[config.mk]
export PLATFORM = sky130hd
export DESIGN_NAME = nibble_serial_adder_ctrl
export DESIGN_NICKNAME = d
export VERILOG_FILES = /design/src/rtl/nibble_serial_adder_ctrl_pkg.sv /design/src/rtl/nibble_serial_adder_ctrl_adder.sv /design/src/rtl/nibble_serial_adder_ctrl.sv
export SDC_FILE = /design/constraint.sdc
export NUM_CORES = 1
export LEC_CHECK = 0
export CORE_MARGIN = 1
export CORE_UTILIZATION = 53
export DETAILED_ROUTE_END_ITERATION = 12
export PLACE_DENSITY = 0.8
export SLEW_MARGIN = 20
export SYNTH_ARGS = -nofsm -noshare
export SYNTH_HDL_FRONTEND = slang
export SYNTH_SLANG_ARGS = --single-unit
[constraint.sdc]
create_clock -name clk -period 3.1 [get_ports clk]
set_input_delay 0.465 -clock clk [delete_from_list [all_inputs] [get_ports clk]]
set_output_delay 0.465 -clock clk [all_outputs]
set_load 0.005 [all_outputs]
[src/rtl/nibble_serial_adder_ctrl_pkg.sv]
// Shared constants and FSM encoding for the nibble-serial adder sequencer.
package nibble_serial_adder_ctrl_pkg;

   localparam int NIBBLE_W = 4;

   typedef enum logic [1:0] {
      ST_IDLE = 2'd0,
      ST_RUN  = 2'd1,
      ST_DONE = 2'd2
   } state_t;

endpackage

[src/rtl/nibble_serial_adder_ctrl_adder.sv]
// Purely combinational 4-bit ripple-carry adder used as the shared datapath.
module binary_adder_4_bit
   import nibble_serial_adder_ctrl_pkg::*;
(
   output logic [NIBBLE_W-1:0] S,
   output logic                Cout,
   input  logic [NIBBLE_W-1:0] A,
   input  logic [NIBBLE_W-1:0] B,
   input  logic                Cin
);

   logic carry;

   always_comb begin
      carry = Cin;
      S     = '0;
      for (int i = 0; i < NIBBLE_W; i++) begin
         S[i]  = A[i] ^ B[i] ^ carry;
         carry = (A[i] & B[i]) | (carry & (A[i] ^ B[i]));
      end
      Cout = carry;
   end

endmodule

[src/rtl/nibble_serial_adder_ctrl.sv]
// Sequencer adding two W-bit operands one nibble per clock, LSB first,
// on a single shared 4-bit adder with the carry kept in c_reg.
module nibble_serial_adder_ctrl
   import nibble_serial_adder_ctrl_pkg::*;
#(
   parameter int NIBBLES = 4
) (
   input  logic                    clk,
   input  logic                    rst_n,
   input  logic                    start,
   input  logic [4*NIBBLES-1:0]    a,
   input  logic [4*NIBBLES-1:0]    b,
   input  logic                    cin,
   output logic                    ready,
   output logic                    busy,
   output logic                    done,
   output logic [4*NIBBLES-1:0]    sum,
   output logic                    cout,
   output logic                    ovf
);

   localparam int W     = NIBBLE_W * NIBBLES;
   localparam int CNT_W = $clog2(NIBBLES + 1);
   localparam logic [CNT_W-1:0] CNT_LAST = CNT_W'(NIBBLES - 1);

   state_t              state;
   logic [W-1:0]        a_sh;
   logic [W-1:0]        b_sh;
   logic [W-1:0]        sum_sh;
   logic                c_reg;
   logic [CNT_W-1:0]    cnt;
   logic                sa;
   logic                sb;

   logic [NIBBLE_W-1:0] s_nib;
   logic                c_nib;
   logic [W+3:0]        sum_cat;
   logic [W-1:0]        sum_sh_next;

   binary_adder_4_bit u_adder (
      .S    (s_nib),
      .Cout (c_nib),
      .A    (a_sh[NIBBLE_W-1:0]),
      .B    (b_sh[NIBBLE_W-1:0]),
      .Cin  (c_reg)
   );

   // New nibble enters at the top so after NIBBLES shifts nibble 0 sits at the bottom.
   assign sum_cat     = {s_nib, sum_sh};
   assign sum_sh_next = sum_cat[W+3:4];

   assign ready = (state == ST_IDLE);
   assign busy  = (state == ST_RUN) || (state == ST_DONE);

   always_ff @(posedge clk or negedge rst_n) begin
      if (!rst_n) begin
         state  <= ST_IDLE;
         a_sh   <= '0;
         b_sh   <= '0;
         sum_sh <= '0;
         c_reg  <= 1'b0;
         cnt    <= '0;
         sa     <= 1'b0;
         sb     <= 1'b0;
         done   <= 1'b0;
         sum    <= '0;
         cout   <= 1'b0;
         ovf    <= 1'b0;
      end else begin
         done <= 1'b0;
         unique case (state)
            ST_IDLE: begin
               if (start) begin
                  a_sh  <= a;
                  b_sh  <= b;
                  c_reg <= cin;
                  cnt   <= '0;
                  sa    <= a[W-1];
                  sb    <= b[W-1];
                  state <= ST_RUN;
               end
            end
            ST_RUN: begin
               sum_sh <= sum_sh_next;
               a_sh   <= a_sh >> NIBBLE_W;
               b_sh   <= b_sh >> NIBBLE_W;
               c_reg  <= c_nib;
               cnt    <= cnt + 1'b1;
               if (cnt == CNT_LAST) begin
                  // Results are loaded from the final nibble so they are valid with done.
                  sum   <= sum_sh_next;
                  cout  <= c_nib;
                  ovf   <= (sa == sb) && (s_nib[NIBBLE_W-1] != sa);
                  done  <= 1'b1;
                  state <= ST_DONE;
               end
            end
            ST_DONE: begin
               state <= ST_IDLE;
            end
            default: begin
               state <= ST_IDLE;
            end
         endcase
      end
   end

endmodule
==> results.md, run 1 <==
Layout:
- Summing all non-filler instances in the final layout gives an area of 0.00410 mm^2.
- The area growth from synthesis to layout is 22.4%.
- In the final layout, the share of cells above drive strength 1 is 0.142.
- Leaving out filler cells and counting taps, the final layout contains 428.
- The total inserted antenna cells is 0.
- In the final layout, flip-flops and latches occupy 0.00178 mm^2.
- The largest registers in the layout are a_sh (16), b_sh (16), sum (16).
- Fill cells in the final layout number 473.
- The post-layout net count is 392.
- The footprint of the multi-input gates is 0.00138 mm^2.

Yosys:
- Ranked by instance count, the synthesized netlist is headed by 71 x dfrtp_1, 28 x a21oi_1, 25 x a221o_1, 25 x nand2b_1, 25 x nand3_1.
- In this run the mean area of a mapped cell was 11.2 um^2.
- Synthesis produced a netlist with a net count of 343.
- The most common cell in the synthesized netlist is dfrtp_1.
- The post-synthesis share of cell area spent on full adders, half adders and majority gates is 0.0388.
- The share of the synthesized area in the top cell type is 0.530.
- In this run the cell area of the synthesized design comes to 0.00335 mm^2.
- The synthesized design contains 0 enable-type register cells.
- Yosys mapped the design onto 27 distinct sky130hd cell types.
- Sorting the synthesized cells by area gives the leading types as dfrtp_1 53%, mux2_2 8.1%, a221o_1 7.5%.
- Synthesis produced 299 cells.
- The post-synthesis mux area share is 0.0896.
- During synthesis, Yosys emitted a total of 0 warnings.
- For this run, the register share of the synthesized area comes to 0.530.
- The area share of xor/xnor cells in the synthesized design is 0.
- After synthesis, the share of flip-flops with an asynchronous set or reset is 1.00.
- In this run, synthesis produced a sequential element count of 71.
- Of the total synthesized cell area, the portion taken by AND, OR, NAND and NOR gates is 0.120.
- The fraction of the mapped netlist area in compound gates is 0.161.
- The combinational family with the most area after synthesis is compound AO/OA/AOI/OAI gates.
- Summed over all instances, the cell type with the most area after synthesis is dfrtp_1.
- The leading register cell type out of synthesis is dfrtp_1.

Timing:
- Subtracting the final worst setup slack from the clock period gives 2.77 ns.
- Setup repair after global routing left no endpoint under its margin.
- Setup violations remaining at the end of the flow were counted as 0.
- For this run, the top clock speed supported by timing is 0.361 GHz.
- The clock arrives with 0.00488 ns of skew.
- The worst hold slack is 0.216 ns.
- The total negative setup slack is 0 ns.
- Of the available clock period, the critical path in the final layout requires 0.893.
- Headroom to the max-slew limit came out at 0.442.
- The count of final max-slew check failures was 0.
- The number of endpoints with negative hold slack in the final report came to 0.
- Setup slack closes at 0.333 ns.
- For the pin with the worst max-slew slack, the measured transition is 0.838 ns.

Floorplan:
- In this run the vertical extent of the chip is 81.5 um.
- The floorplan core area is 0.00603 mm^2.
- The number of top-level design ports is 57.
- The die covers 0.00665 mm^2.
- In this run the horizontal extent of the chip is 81.5 um.
- The initial utilization of the core area, before any placement, comes to 0.556.
- The floorplan has 28 rows.

Clocking:
- The clock slew at the register clock pins of the worst setup and hold paths is 0.07 ns.
- CTS saw 71 sinks.
- The quantity of hold-fixing buffers added after cts is 0.
- The buffer count from post-CTS setup fixing is 0.
- The worst-skew pair later-pin latency is 0.35 ns.
- The tree is rooted in a clkbuf_8.
- The clock tree from TritonCTS is built.
- The number of clock buffers inserted by TritonCTS is 9.
- In this run the number of H-tree levels came out at 3.
- Gates resized during post-CTS repair numbered 0.
- The clock passes through at most 2 buffers.

Global route:
- The overall track demand over capacity in global routing is 0.239.
- The leftover overflow at the end of global routing is 0.
- The initial antenna violation count is 0.
- Entering global routing, the biggest net connects 37 pins.
- The number of global-route vias before repair is 2372.
- The wire length of the first global-routing pass is 11500 um.

Routing:
- The detailed router's first-iteration violation count is 275.
- The number of detailed-route iterations in the first pass is 4.
- The wire length on met3 is 363 um.
- Across all layers, the routed design uses 2463 vias.
- The count of unresolved DRC violations after routing is 0.
- The count of nets left with antenna violations after detail routing is 0.
- In the detailed route, the total length drawn on met2 is 3340 um.
- The wire length per cell after detailed routing is 16.5 um.
- After detailed routing, no signal wire sits above met4.
- For this block, wires on met1 add up to 3170 um.
- The detailed-route vias per instance is 5.75.
- The final routed wirelength across all metal layers is 7040 um.

Worst setup path:
- The worst setup path is launched from a flop.
- The capture instance of the worst register-to-register path is ovf.
- Setup slack on the worst reg-to-reg path comes out at 0.33 ns.
- The critical path goes through fa_1 > inv_1 > fa_1 > inv_1 > fa_1 > inv_1 > fa_1 > or3_1 > a31oi_1.
- The startpoint of the most critical register-to-register path is a_sh[0].
- The library cell contributing the largest single delay on the critical path is fa_1.
- By startpoint and endpoint, the worst setup path is classified as reg -> reg.
- By instance count, the cell type seen most on the critical path is fa_1.
- For the worst flop-to-flop path, the logic depth is 9.
- For the worst setup path, the data required time is 3.37 ns.
- The critical path endpoint category is a flop.
- The signal arrival time at the worst endpoint is 3.03 ns.
- The largest fanout on the critical path is 4.
- The critical path's largest stage delay is 0.49 ns.

Placed design:
- The count of buffers inserted at the top-level ports is 56.
- The number of instances in the placed design is 412.
- The cell area reported after detailed placement is 0.00393 mm^2.
- The pre-CTS setup slack is 0.383 ns.
- The final HPWL from detailed placement is 4580 um.
- The final weighted congestion of routability-driven global placement is 0.754.

Min path:
- The type of the worst min-delay path is in -> async.

Power:
- For this design the static power due to leakage is 1.77 nW.
- The power density over the cells is 1030 mW/mm^2.
- The peak ir drop on the vdd network is 780 uV.

Run:
- Across the run, the number of max-cap violations was 0.

Outcome:
- The flow ran to the end, and the final reports show no timing, DRC or antenna violations.
[worst max path at each step]
stage | to | slack [ns] | start
after floorplan | ovf | 0.60 | a_sh[0]
after global placement | ovf | 0.54 | a_sh[0]
after detailed placement | ovf | 0.38 | a_sh[0]
after CTS | ovf | 0.32 | a_sh[0]
after global routing | ovf | 0.22 | a_sh[0]
final | ovf | 0.33 | a_sh[0]
[cell type report]
cell class              instances  share of cell area
inverters                      15              0.0137
repair buffers                 63               0.151
multi-input cells             188               0.336
clock buffers                  13              0.0387
clock inverters                 3             0.00427
flip-flops and latches         71               0.433
well taps                      75              0.0229
[cell usage in the layout, fill, tap and decap left out, types with 4 or more instances in the layout]
cell             netlist  routed
dfrtp_1               71      71
clkdlybuf4s50_1        0      55
a21oi_1               28      28
nand3_1               25      25
nand2b_1              25      25
a221o_1               25      25
mux2_2                24      24
nand2_1               17      17
o21ai_0               15      15
inv_1                 14      14
clkbuf_8               0      11
a22oi_1                8       8
buf_4                  0       6
fa_1                   4       4
[per-stage QoR]
stage | util | power [W]
final | 0.681 | 0.00422
after global routing | 0.681 | 0.00454
after CTS | 0.681 | 0.00424
after detailed placement | 0.652 | 0.00355
after global placement | 0.652 | 0.00347
after floorplan | - | 0.00295
[cells by family (layout without fill, tap and decap cells)]
| family | after synthesis | in the layout |
|---|---|---|
| muxes | 27 | 27 |
| AOI/OAI and AO/OA | 78 | 78 |
| buffers and inverters | 40 | 94 |
| adders and majority gates | 8 | 8 |
| and+or+nand+nor | 75 | 75 |
| DFF | 71 | 71 |
[critical path: cells and delay by family, from the launching register on]
family / cells / cell delay, ns
adders and majority gates: 4 / 1.43
buffers and inverters: 3 / 0.20
AOI/OAI and AO/OA: 1 / 0.19
DFF: 1 / 0.42
and+or+nand+nor: 1 / 0.45
[where the power goes]
| part | switching (W) | leakage, nW | internal, W |
|---|---|---|---|
| clock | 0.000335 | 0.0894 | 0.000332 |
| combinational | 0.000936 | 0.782 | 0.00101 |
| sequential | 0.000281 | 0.903 | 0.00133 |
[per-layer routing]
metal	vias to the layer above	global-route usage
li1	1163	-
met1	1205	0.324
met3	16	0.0711
met4	0	0.111
met5	-	0
met2	79	0.353
No activity file was read; power rests on OpenSTA's default activity.
==> run 2, diff against run 1 <==
Settings changed: SLEW_MARGIN 20 to unset.
==> results of run 2 <==
The final DEF is identical to that of run 1; final timing and power are the same.
==> run 3, diff against run 2 <==
Settings changed: GPL_TIMING_DRIVEN set to 0.
==> results.md, run 3 (same netlist as run 1, synthesis figures left out) <==
Timing:
- The period utilization is 0.901.
- The number of endpoints with negative hold slack in the final report is 0.
- The post-layout worst setup margin is 0.307 ns.
- Between clock sinks in the finished design, the worst skew comes to 0.0106 ns.
- The shortest period the worst path allows is 2.79 ns.
- The total negative setup slack is 0 ns.
- The count of final max-slew check failures is 0.
- The transition time at the pin with the least slew margin is 0.884 ns.
- Based on the critical path, the design can be clocked at up to 0.358 GHz.
- The max-slew headroom at the worst pin is 0.410.
- Setup repair after global routing left no endpoint under its margin.
- The final setup violation count is 0.
- The worst hold slack is 0.226 ns.

Worst setup path:
- The number of cells on the worst reg-to-reg path is 9.
- The startpoint type of the worst setup path is a flop.
- The worst register-to-register path ends at ovf.
- The worst register-to-register path has a setup slack of 0.31 ns.
- The data required time of the critical path is 3.36 ns.
- The library cell contributing the largest single delay on the critical path is fa_1.
- The critical path's largest stage delay is 0.50 ns.
- The startpoint of the most critical register-to-register path is a_sh[0].
- The signal arrival time at the worst endpoint is 3.05 ns.
- Of all nets on the critical path, the largest fanout is 4.
- STA classifies the critical path endpoint as a flop.
- The kind of critical path is reg -> reg.
- Walking the worst path, the cells encountered are fa_1 > inv_1 > fa_1 > inv_1 > fa_1 > inv_1 > fa_1 > or3_1 > a31oi_1.
- The cell with the most instances on the worst path is fa_1.

Layout:
- Excluding fillers, the count of instances in the completed layout stands at 446.
- The number of filler instances in the final layout is 459.
- The largest registers in the layout are a_sh (16), b_sh (16), sum (16).
- The post-layout net count is 410.
- Compared with the post-synthesis result, the final layout area differs by 27.1%.
- Of the cells placed in the final design, the portion with a size suffix greater than 1 is 0.162.
- In the layout the commonest cells are 71 x dfrtp_1, 55 x clkdlybuf4s50_1, 28 x a21oi_1.
- The most common cell after layout, fill and taps aside is dfrtp_1.
- The repair_antennas step left the layout with diodes totalling 0.

Run:
- The max capacitance violation total is 0.

Clocking:
- The number of clock sinks is 71.
- In this run the post-CTS setup repair buffer count came out at 0.
- Clock latency on the worst-skew pair, taken at its later pin, is 0.35 ns.
- Clock-pin slew was measured on the worst setup and hold paths at 0.08 ns.
- The number of resized instances in the post-cts repair step is 0.
- Hold repair after CTS inserted 0 buffers.
- No sink is reached through more buffers than the 2 on the longest clock path.
- The clock tree from TritonCTS is built.
- The CTS H-tree depth is 3.
- In this run, CTS created clock tree buffers numbering 9.
- The tree is rooted in a clkbuf_8.

Power:
- The switching power as a share of total power is 0.353.
- The fraction of power consumed by combinational cells is 0.453.
- The peak ir drop on the vdd network is 554 uV.
- For this design the static power due to leakage is 1.87 nW.
- The share of power burned in the clock network is 0.200.
- The share of total power dissipated in sequential elements is 0.348.
- In this run the power density over the cells is 1090 mW/mm^2.
- Cell internal power was estimated by the tool at 0.00300 W.
- The power spent charging and discharging nets is 0.00164 W.
- Summing internal, switching and leakage power gives 0.00464 W.

Routing:
- The overall via count from detail_route is 2592.
- The detailed-route vias per instance is 5.81.
- The count of unresolved DRC violations after routing is 0.
- The final routed wirelength across all metal layers is 7610 um.
- In this run the remaining antenna-violating nets after routing total 0.
- After detailed routing, the average wire length per cell comes to 17.1 um.
- The number of detailed-route iterations in the first pass is 4.
- After the first detailed-routing iteration, the DRC count stood at 187.

Floorplan:
- The total die area is 0.00665 mm^2.
- The floorplan core area is 0.00603 mm^2.
- The floorplan row count is 28.
- The height of the chip is 81.5 um.
- The die outline width is 81.5 um.
- The initial utilization of the core area, before any placement, comes to 0.556.
- For this design the top-level I/O count stands at 57.

Min path:
- The min-delay analysis places its worst path in the category in -> async.

Placed design:
- Including well taps, the total number of placed cells is 430.
- At the placement stage, the worst setup path has a slack of 0.391 ns.
- At the end of routability-driven placement, the weighted congestion stood at 0.787.
- The count of buffers inserted at the top-level ports is 56.
- Detailed placement ended at an HPWL of 5240 um.

Global route:
- After global routing, the most crowded layer is met2.
- The leftover overflow at the end of global routing is 0.
- The initial antenna violation count was 0.
- The number of global-route vias before repair was 2622.
- For met2 alone, demand over resource in global routing was 0.412.
- For this run, global-route usage on met3 was measured as 0.0667.
- The wire length of the first global-routing pass is 12600 um.
- The overall track demand over capacity in global routing is 0.262.
- The met1 global-route usage is 0.342.
- Entering global routing, the biggest net connects 72 pins.

Outcome:
- The flow ran to the end, and the final reports show no timing, DRC or antenna violations.
==> run 3: cell count changes in the layout (fill, tap and decap cells not counted), sizes merged <==
cell	before	now
buf	8	19
clkbuf	13	18
bufinv	0	3
clkinvlp	1	0
==> run 3: final cells by class <==
| class | instances | area (um^2) | area share |
|---|---|---|---|
| clock buffer | 11 | 151 | 0.0355 |
| inverter | 15 | 56.3 | 0.0132 |
| clock inverter | 5 | 104 | 0.0244 |
| buffer | 25 | 146 | 0.0344 |
| sequential | 71 | 1780 | 0.417 |
| multi-input combinational | 188 | 1370 | 0.322 |
| timing repair buffer | 56 | 558 | 0.131 |
| tap | 75 | 93.8 | 0.0220 |
==> run 3: critical path: cells and delay by family (launching register included) <==
kind                     cells  cell delay [ns]
AO/OA/AOI/OAI                1             0.21
adder cells (fa/ha/maj)      4             1.45
buffers and inverters        3             0.20
flip-flops                   1             0.44
AND/OR/NAND/NOR              1             0.41
==> run 3: worst max path at each step <==
stage	startpoint	to	slack, ns
floorplan	a_sh[0]	ovf	0.60
global placement	rst_n	a_sh[0]	-0.79
detailed placement	a_sh[0]	ovf	0.39
CTS	a_sh[0]	ovf	0.33
global route	a_sh[0]	ovf	0.22
finish	a_sh[0]	ovf	0.31
==> run 3: power groups by stage <==
| stage | sequential (W) | combinational (W) | clock [W] |
|---|---|---|---|
| 6_report | 0.00161 | 0.00210 | 0.000926 |
| 5_1_grt | 0.00167 | 0.00230 | 0.000977 |
| 4_1_cts | 0.00161 | 0.00211 | 0.000941 |
| 3_5_place_dp | 0.00162 | 0.00209 | 0 |
| 3_3_place_gp | 0.00160 | 0.00200 | 0 |
| 2_1_floorplan | 0.00155 | 0.00140 | 0 |
==> run 3: stage by stage <==
stage | utilization | instance area [um^2]
after floorplan | - | 3350
after global placement | 0.665 | 4010
after detailed placement | 0.665 | 4010
after CTS | 0.707 | 4260
after global routing | 0.707 | 4260
final | 0.707 | 4260
==> run 3: routing by layer <==
metal	up-vias	wire length (um)	part of all wire
met3	14	471	0.062
met2	80	3590	0.47
met5	-	0	0
met4	0	148	0.019
li1	1201	-	-
met1	1297	3400	0.45
